===== config.mk =====
export PLATFORM = sky130hd
export DESIGN_NAME = id_ex_operand_stage
export DESIGN_NICKNAME = d
export VERILOG_FILES = /design/src/rtl/id_ex_operand_stage.sv
export SDC_FILE = /design/constraint.sdc
export NUM_CORES = 1
export LEC_CHECK = 0
export CORE_AREA = 2 2 153 155
export CTS_CLUSTER_SIZE = 24
export DETAILED_ROUTE_END_ITERATION = 10
export DIE_AREA = 0 0 155 157
export PLACE_DENSITY_LB_ADDON = 0.1
export RECOVER_POWER = 25
export REMOVE_ABC_BUFFERS = 1
export SLEW_MARGIN = 20
export SYNTH_ARGS = -nofsm -noshare
export SYNTH_HDL_FRONTEND = slang
export SYNTH_SLANG_ARGS = --single-unit
export TNS_END_PERCENT = 1

===== constraint.sdc =====
create_clock -name clk -period 2.3 [get_ports clk]
set_input_delay 0.23 -clock clk [delete_from_list [all_inputs] [get_ports clk]]
set_output_delay 0.23 -clock clk [all_outputs]
set_load 0.05 [all_outputs]

===== src/rtl/id_ex_operand_stage.sv =====
// ID/EX operand stage: per-operand forwarding mux, load-use bubble insertion,
// ID/EX pipeline latch with hold/flush handling and saturating event counters.
module id_ex_operand_stage #(
    parameter int DW     = 32,
    parameter int AW     = 5,
    parameter int CTRL_W = 12
) (
    input  logic              clk,
    input  logic              rst,
    input  logic              id_valid,
    input  logic [AW-1:0]     id_rs,
    input  logic [AW-1:0]     id_rt,
    input  logic              id_use_rs,
    input  logic              id_use_rt,
    input  logic [AW-1:0]     id_dst,
    input  logic              id_regwrite,
    input  logic              id_memread,
    input  logic [DW-1:0]     id_imm,
    input  logic [CTRL_W-1:0] id_ctrl,
    input  logic [DW-1:0]     rf_rd1,
    input  logic [DW-1:0]     rf_rd2,
    input  logic [DW-1:0]     ex_result,
    input  logic              mem_valid,
    input  logic              mem_regwrite,
    input  logic [AW-1:0]     mem_dst,
    input  logic [DW-1:0]     mem_result,
    input  logic              wb_regwrite,
    input  logic [AW-1:0]     wb_dst,
    input  logic [DW-1:0]     wb_data,
    input  logic              ex_hold,
    input  logic              flush,
    output logic              stall_id,
    output logic              ex_valid,
    output logic              ex_regwrite,
    output logic              ex_memread,
    output logic [AW-1:0]     ex_dst,
    output logic [DW-1:0]     ex_a,
    output logic [DW-1:0]     ex_b,
    output logic [DW-1:0]     ex_imm,
    output logic [CTRL_W-1:0] ex_ctrl,
    output logic [15:0]       stall_cnt,
    output logic [15:0]       flush_cnt
);

    logic              ex_valid_q, ex_valid_d;
    logic              ex_regwrite_q, ex_regwrite_d;
    logic              ex_memread_q, ex_memread_d;
    logic [AW-1:0]     ex_dst_q, ex_dst_d;
    logic [DW-1:0]     ex_a_q, ex_a_d;
    logic [DW-1:0]     ex_b_q, ex_b_d;
    logic [DW-1:0]     ex_imm_q, ex_imm_d;
    logic [CTRL_W-1:0] ex_ctrl_q, ex_ctrl_d;
    logic [15:0]       stall_cnt_q, stall_cnt_d;
    logic [15:0]       flush_cnt_q, flush_cnt_d;
    logic              pend_flush_q, pend_flush_d;

    logic [DW-1:0]     op_a;
    logic [DW-1:0]     op_b;
    logic              lu;
    logic              eff_flush;

    // Youngest producer wins; a load in EX has no data yet, so it never forwards.
    function automatic logic [DW-1:0] sel_operand(input logic [AW-1:0] idx,
                                                  input logic [DW-1:0] rf_val);
        if (idx == '0)
            return '0;
        if (ex_valid_q && ex_regwrite_q && !ex_memread_q && ex_dst_q == idx)
            return ex_result;
        if (mem_valid && mem_regwrite && mem_dst == idx)
            return mem_result;
        if (wb_regwrite && wb_dst == idx)
            return wb_data;
        return rf_val;
    endfunction

    function automatic logic [15:0] sat_inc(input logic [15:0] v);
        return (v == 16'hFFFF) ? v : v + 16'd1;
    endfunction

    assign op_a = sel_operand(id_rs, rf_rd1);
    assign op_b = sel_operand(id_rt, rf_rd2);

    assign lu = id_valid && ex_valid_q && ex_memread_q && ex_regwrite_q &&
                (ex_dst_q != '0) &&
                ((id_use_rs && ex_dst_q == id_rs) || (id_use_rt && ex_dst_q == id_rt));

    assign eff_flush = flush || pend_flush_q;
    assign stall_id  = !rst && (ex_hold || (lu && !flush && !pend_flush_q));

    always_comb begin
        ex_valid_d    = ex_valid_q;
        ex_regwrite_d = ex_regwrite_q;
        ex_memread_d  = ex_memread_q;
        ex_dst_d      = ex_dst_q;
        ex_a_d        = ex_a_q;
        ex_b_d        = ex_b_q;
        ex_imm_d      = ex_imm_q;
        ex_ctrl_d     = ex_ctrl_q;
        stall_cnt_d   = stall_cnt_q;
        flush_cnt_d   = flush_cnt_q;
        pend_flush_d  = pend_flush_q;

        if (ex_hold) begin
            // A flush seen while frozen must still kill the ID instruction later.
            if (flush)
                pend_flush_d = 1'b1;
        end else if (eff_flush) begin
            ex_valid_d    = 1'b0;
            ex_regwrite_d = 1'b0;
            ex_memread_d  = 1'b0;
            pend_flush_d  = 1'b0;
            flush_cnt_d   = sat_inc(flush_cnt_q);
        end else if (lu) begin
            ex_valid_d    = 1'b0;
            ex_regwrite_d = 1'b0;
            ex_memread_d  = 1'b0;
            stall_cnt_d   = sat_inc(stall_cnt_q);
        end else begin
            ex_valid_d    = id_valid;
            ex_regwrite_d = id_regwrite && id_valid;
            ex_memread_d  = id_memread && id_valid;
            ex_dst_d      = id_dst;
            ex_a_d        = op_a;
            ex_b_d        = op_b;
            ex_imm_d      = id_imm;
            ex_ctrl_d     = id_ctrl;
        end
    end

    always_ff @(posedge clk) begin
        if (rst) begin
            ex_valid_q    <= 1'b0;
            ex_regwrite_q <= 1'b0;
            ex_memread_q  <= 1'b0;
            ex_dst_q      <= '0;
            ex_a_q        <= '0;
            ex_b_q        <= '0;
            ex_imm_q      <= '0;
            ex_ctrl_q     <= '0;
            stall_cnt_q   <= '0;
            flush_cnt_q   <= '0;
            pend_flush_q  <= 1'b0;
        end else begin
            ex_valid_q    <= ex_valid_d;
            ex_regwrite_q <= ex_regwrite_d;
            ex_memread_q  <= ex_memread_d;
            ex_dst_q      <= ex_dst_d;
            ex_a_q        <= ex_a_d;
            ex_b_q        <= ex_b_d;
            ex_imm_q      <= ex_imm_d;
            ex_ctrl_q     <= ex_ctrl_d;
            stall_cnt_q   <= stall_cnt_d;
            flush_cnt_q   <= flush_cnt_d;
            pend_flush_q  <= pend_flush_d;
        end
    end

    assign ex_valid    = ex_valid_q;
    assign ex_regwrite = ex_regwrite_q;
    assign ex_memread  = ex_memread_q;
    assign ex_dst      = ex_dst_q;
    assign ex_a        = ex_a_q;
    assign ex_b        = ex_b_q;
    assign ex_imm      = ex_imm_q;
    assign ex_ctrl     = ex_ctrl_q;
    assign stall_cnt   = stall_cnt_q;
    assign flush_cnt   = flush_cnt_q;

endmodule


==> results of run 1 <==
[sequential cells by signal (all words and copies together), names as in the netlist]
signal        flops
ex_a             32
ex_b             32
ex_ctrl          12
ex_dst            5
ex_imm           32
ex_memread        1
ex_regwrite       1
ex_valid          1
flush_cnt        16
pend_flush_q      1
stall_cnt        16
[where the power goes]
part / internal [W] / switching [W]
registers: 0.00268 / 0.0000584
logic: 0.000790 / 0.000827
clock network: 0.00141 / 0.00125
[routing by layer]
layer  up-vias  GRT usage (%)  part of all wire (%)
met2       481           45.7                    48
met3        56           10.0                    11
met4         4           7.80                   2.0
li1       4132              -                     -
met1      4044           31.9                    39
met5         -              0                 0.098
[area by class of cell]
class | instances | share of cell area (%)
Antenna cell | 3 | 0.0589
Clock buffer | 17 | 3.34
Clock inverter | 14 | 0.942
Inverter | 5 | 0.147
Multi-Input combinational cell | 656 | 33.3
Sequential cell | 149 | 23.4
Tap cell | 285 | 2.80
Timing Repair Buffer | 446 | 36.0
[cell usage in the layout, fill, tap and decap left out, types with 6 or more instances in the layout]
cell type	n
and4_1	6
or3_1	13
nand4_1	11
a21oi_1	66
and3_1	10
buf_4	36
o21ai_0	66
xnor2_1	20
a221oi_1	64
a2bb2oi_1	64
buf_12	22
nand2_1	116
o21ai_1	11
o2bb2ai_1	64
and2_1	33
clkbuf_16	17
clkinvlp_4	6
dlygate4sd3_1	62
clkdlybuf4s50_1	322
xor2_1	23
nand3_1	14
dfxtp_1	144
nor2_1	30
[cell usage after synthesis, drive strengths merged, types with 3 or more instances]
| master | n |
|---|---|
| dfxtp | 149 |
| nand2 | 116 |
| o21ai | 77 |
| a21oi | 68 |
| a221oi | 64 |
| a2bb2oi | 64 |
| o2bb2ai | 64 |
| clkbuf | 56 |
| and2 | 33 |
| nor2 | 33 |
| buf | 24 |
| xor2 | 23 |
| xnor2 | 20 |
| or3 | 16 |
| nand3 | 15 |
| and3 | 11 |
| nand4 | 11 |
| nor3 | 9 |
| and4 | 6 |
| inv | 5 |
| nor3b | 3 |
[per-stage QoR]
step                util [%]  cells  total power, W  area [µm²]  hold slack (ns)
finish                  56.7   1575         0.00701       12800            0.349
global route            56.7   1574         0.00729       12800            0.325
CTS                     56.6   1570         0.00711       12700            0.328
detailed placement      54.2   1539         0.00444       12200            0.446
global placement        54.2   1539         0.00443       12200            0.441
floorplan                  -    810         0.00353        7240            0.299
[cells by family after synthesis]
kind of cell | share of synthesized area, %
flip-flops | 39.1
multiplexers | 0.263
AND/OR/NAND/NOR | 16.6
AO/OA/AOI/OAI | 33.5
buffers and inverters | 5.25
XOR/XNOR | 4.94
adder cells (fa/ha/maj) | 0.328
[critical path: stages]
cell and delay [ns]:
clkdlybuf4s50_1 0.62, xor2_1 0.20, nor3_2 0.08, a32o_2 0.27, a31oi_1 0.19, nor2_1 0.06, buf_4 0.14, buf_12 0.14
[timing repair]
action	4_1_cts	5_1_grt
resized for setup	7	1
setup endpoints to repair	1	1
setup buffers	0	2
pin swaps	0	1
[path summary, 6_finish.rpt]
check,to,from
worst min-delay path,ex_ctrl[8]$_SDFFE_PP0P_,id_ctrl[8]
worst max register to register,stall_cnt[11]$_SDFFE_PP0P_,ex_dst[1]$_SDFFE_PP0P_
worst max-delay path,stall_id,id_rs[1]
worst min register to register,ex_imm[5]$_SDFFE_PP0P_,ex_imm[5]$_SDFFE_PP0P_
==> metrics.yaml, run 1 <==
outcome:
  status: "finished clean"
logic_synthesis:
  synth-seq-cells: 149
  ys_seq_area_share_pct: 39.1
  yosys_warnings: 0
  yosysTopAreaCellShare_pct: 39.1
  synthFlopType: "dfxtp_1"
  synth-async-reset-ratio_pct: 0
  synth_area_leaders: "dfxtp_1 39%, a221oi_1 7.4%, a2bb2oi_1 7.4%"
  yosysUniqueCellTypes: 49
  synth_edf_count: 0
  synth_area_leader_cell: "dfxtp_1"
  syn_area_mm2: 0.00763
  syn_area_per_cell_um2: 8.57
  postSynthCellCount: 890
worst_setup_path:
  arrival_ns: 1.94
  cp.required_ns: 2.07
  worst_setup_path_start_kind: "primary input"
  end_kind: "output port"
  cp_max_fo: 4
  rr_worst_depth: 7
  critical_path_class: "primary input to output port"
  r2r_setup_slack_ns: 0.25
sta:
  period_share_pct: 94.5
  rsz0062_at_grt: "false"
  clock.fmax_ghz: 0.460
  setup_viol: 0
  setup_tns_ns: 0
  maxSlewHeadroom_pct: 42.9
  slew_violations: 0
  fin_skew_ns: 0.0101
  period_minus_slack_ns: 2.17
  tightest_slew_ns: 0.852
  hold_violations: 0
  fin_ws_ns: 0.126
floorplanning:
  start_util_pct: 33.9
  die_x_um: 155
  core_mm2: 0.0225
  dieArea_mm2: 0.0243
  rows: 55
  die_y_um: 157
  ioPinCount: 390
global_route:
  grt_usage_pct: 26.9
  gr-total-overflow: 0
  grt_pass1_wl_mm: 50.8
  antenna_found_initial: 5
  grt_pass1_vias: 8577
  grt_max_degree: 86
final_layout:
  nFillCells: 2069
  synthToLayoutAreaGrowth_pct: 67.2
  seqCellArea_mm2: 0.00299
  nNetsFinal: 1518
  drive_above_1_share_pct: 8.70
  multi_input_area_mm2: 0.00425
route:
  drtIter0Drc: 446
  drtPass1Iterations: 5
  routedWlPerCell_um: 21.4
  vias: 8717
  wirelength_mm: 33.7
  drtAntennaViolNets: 0
  viasPerCell: 5.53
  drcViolationCount: 0
min_path:
  worstHoldPathType: "primary input to register"
  hold_depth: 3
clocking:
  cts.sinks: 149
  cts_tree: "done"
  insertion_delay_ns: 0.42
  cts_made_buffers: 17
  cts_max_level: 4
  cts_buffer_depth: 2
  cts-root-buf: "clkbuf_16"
  clk_pin_slew_ns: 0.07
  hold_buffers: 0
place:
  dp_hpwl_mm: 23.5
  post-place-ws_ns: -0.222
  io_buffers: 389
  gp_congestion: 0.858
power_and_ir_drop:
  ir_drop_uv: 394
  power_density_mw_per_mm2: 550
  p_leak_nw: 4.75
run:
  maxCapViolations: 0
No activity file was read; power rests on OpenSTA's default activity.
==> run 2: changes to the inputs <==
Settings changed: ABC_AREA from default to 1, CORE_AREA 2 2 153 155 to default, CORE_UTILIZATION from default to 45, DIE_AREA 0 0 155 157 to default, SETUP_SLACK_MARGIN from default to 0.2.
==> run 2 against run 1 <==
Compared with the run above: via count grew 53%; critical endpoint unchanged; combinational power increased by 39%; worst setup slack improved by 0.082 ns; cell count rose by 56%; fmax is 3.9% higher; register-to-register slack better by 0.04 ns; non-clock buffer count up 20; sequential power hardly changed; total power is 10% higher; highest routed layer is now met4.
==> metrics.yaml, run 2 <==
sta:
  slew_violations: 0
  setup_tns_ns: 0
  clock.fmax_ghz: 0.478
  maxSlewHeadroom_pct: 45.6
  rsz0062_at_grt: "true"
  hold_violations: 0
  period_share_pct: 90.9
  fin_skew_ns: 0.0139
  period_minus_slack_ns: 2.09
  setup_viol: 0
  tightest_slew_ns: 0.816
worst_setup_path:
  r2r_setup_slack_ns: 0.29
  arrival_ns: 1.86
  cp.required_ns: 2.07
  worst_setup_path_start_kind: "primary input"
  end_kind: "output port"
  cp_max_fo: 5
  critical_path_class: "primary input to output port"
clocking:
  insertion_delay_ns: 0.43
  cts_max_level: 4
  cts_buffer_depth: 2
  cts-root-buf: "clkbuf_16"
  clk_pin_slew_ns: 0.07
  cts_tree: "done"
  cts_made_buffers: 17
  cts.sinks: 149
global_route:
  met3_usage_pct: 7.20
  antenna_found_initial: 2
  busiest_layer: "met2"
  grt_pass1_vias: 12300
  grt_pass1_wl_mm: 65.9
  grtUsageMet1_pct: 43.2
  grt_max_degree: 69
  gr-total-overflow: 0
  use_met2_pct: 59.0
  grt_usage_pct: 35.2
logic_synthesis:
  synth_commonest_cells: "390 x nand2_1, 343 x inv_1, 243 x nor2_1, 183 x nand3_1, 173 x nand4_1"
  synth_area_leaders: "dfxtp_1 29%, nand2_1 14%, inv_1 13%"
  synthFlopType: "dfxtp_1"
  synth_area_leader_cell: "dfxtp_1"
  synth-seq-cells: 149
  yosysUniqueCellTypes: 33
  syn_area_per_cell_um2: 5.71
  synth-async-reset-ratio_pct: 0
  yosysTopAreaCellShare_pct: 29.1
  syn_area_mm2: 0.0103
  yosys_warnings: 0
  ys_seq_area_share_pct: 29.1
  synth_edf_count: 0
  postSynthCellCount: 1797
  synth_most_common_cell: "nand2_1"
final_layout:
  finalNonFillerCells: 2461
  nNetsFinal: 2409
  layout_commonest_cell: "nand2_1"
  drive_above_1_share_pct: 7.25
  mostFrequentLayoutCells: "389 x nand2_1, 342 x inv_1, 316 x clkdlybuf4s50_1"
  synthToLayoutAreaGrowth_pct: 51.1
  nFillCells: 1977
outcome:
  status: "finished clean"
route:
  drtIter0Drc: 1255
  drtPass1Iterations: 7
  drcViolationCount: 0
  drtAntennaViolNets: 0
  vias: 13400
  routedWlPerCell_um: 17.0
  viasPerCell: 5.43
  wirelength_mm: 41.8
power_and_ir_drop:
  p_leak_nw: 7.72
  p_total_w: 0.00772
  power_density_mw_per_mm2: 498
  ir_drop_uv: 435
floorplanning:
  die_x_um: 153
  die_y_um: 153
  core_mm2: 0.0221
  ioPinCount: 390
  rows: 54
  dieArea_mm2: 0.0234
  start_util_pct: 46.4
run:
  maxCapViolations: 0
place:
  io_buffers: 389
  dp.cells: 2421
  gp_congestion: 0.964
  dp_hpwl_mm: 30.0
min_path:
  worstHoldPathType: "primary input to register"
## run 2: cell families after synthesis
kind of cell	after synthesis	share of synthesized area, %
xor gates and xnor gates	14	1.19
adders and majority gates	2	0.244
buffers and inverters	470	17.9
AOI/OAI and AO/OA	148	7.40
DFF	149	29.1
and+or+nand+nor	1014	44.2
## run 2: worst paths after layout
check                          startpoint  cells past startpoint                          to
hold reg to reg   ex_imm[10]$_SDFFE_PP0P_                      2     ex_imm[10]$_SDFFE_PP0P_
hold / removal                        rst                      2  stall_cnt[12]$_SDFFE_PP0P_
setup / recovery                 id_rt[4]                     11                    stall_id
setup reg to reg   ex_dst[4]$_SDFFE_PP0P_                     13     ex_imm[17]$_SDFFE_PP0P_
## run 2: report_power, final
part | leakage, nW | internal (W) | switching [W]
sequential | 1.22 | 0.00270 | 0.0000701
clock | 0.260 | 0.00144 | 0.00126
combinational | 6.24 | 0.000892 | 0.00135
total | 7.72 | 0.00503 | 0.00269
## run 2: layout make-up
cell class | count | area [µm²] | area share, %
Clock buffer | 18 | 439 | 2.83
Multi-Input combinational cell | 1178 | 5590 | 36.1
Sequential cell | 149 | 2990 | 19.3
Tap cell | 280 | 350 | 2.26
Timing Repair Buffer | 466 | 4680 | 30.2
Clock inverter | 13 | 114 | 0.734
Antenna cell | 3 | 7.51 | 0.0484
Inverter | 354 | 1330 | 8.57
## run 2: per-stage QoR
step | cell area, µm² | hold WS [ns] | util (%) | setup WS, ns
2_1_floorplan | 9750 | 0.299 | - | -2.70
3_3_place_gp | 14800 | 0.430 | 67.2 | 0.0438
3_5_place_dp | 14800 | 0.434 | 67.2 | -0.0248
4_1_cts | 15400 | 0.115 | 69.9 | 0.219
5_1_grt | 15500 | 0.145 | 70.2 | 0.0916
6_report | 15500 | 0.135 | 70.2 | 0.208
## run 2: per-layer routing
metal  part of all wire [%]  vias up
met4                    4.1        0
li1                       -     6424
met1                     39     6027
met5                      0        -
met3                    9.9      123
met2                     47      782
## run 2: worst max-delay path: stages
cell and delay (ns):
clkdlybuf4s50_1 0.53, inv_2 0.09, nand2_1 0.06, nand2_1 0.08, nor2_4 0.13, nand4_1 0.13, nand2_2 0.11, nand3_2 0.09
o21ai_1 0.13, buf_4 0.14, buf_12 0.13
## run 2: repair_timing
item / 4_1_cts / 5_1_grt
gates resized for setup: 12 / 2
cloned: 0 / 1
setup endpoints to repair: 1 / 91
endpoints found under the hold margin: 0 / 0
hold buffers: 0 / 0
pin swaps: 3 / 1
setup buffers: 2 / 3
==> run 3: changes to the inputs <==
Settings changed: CAP_MARGIN from default to 20.
==> results of run 3 <==
No change in the layout: final DEF, timing and power equal those of run 2.
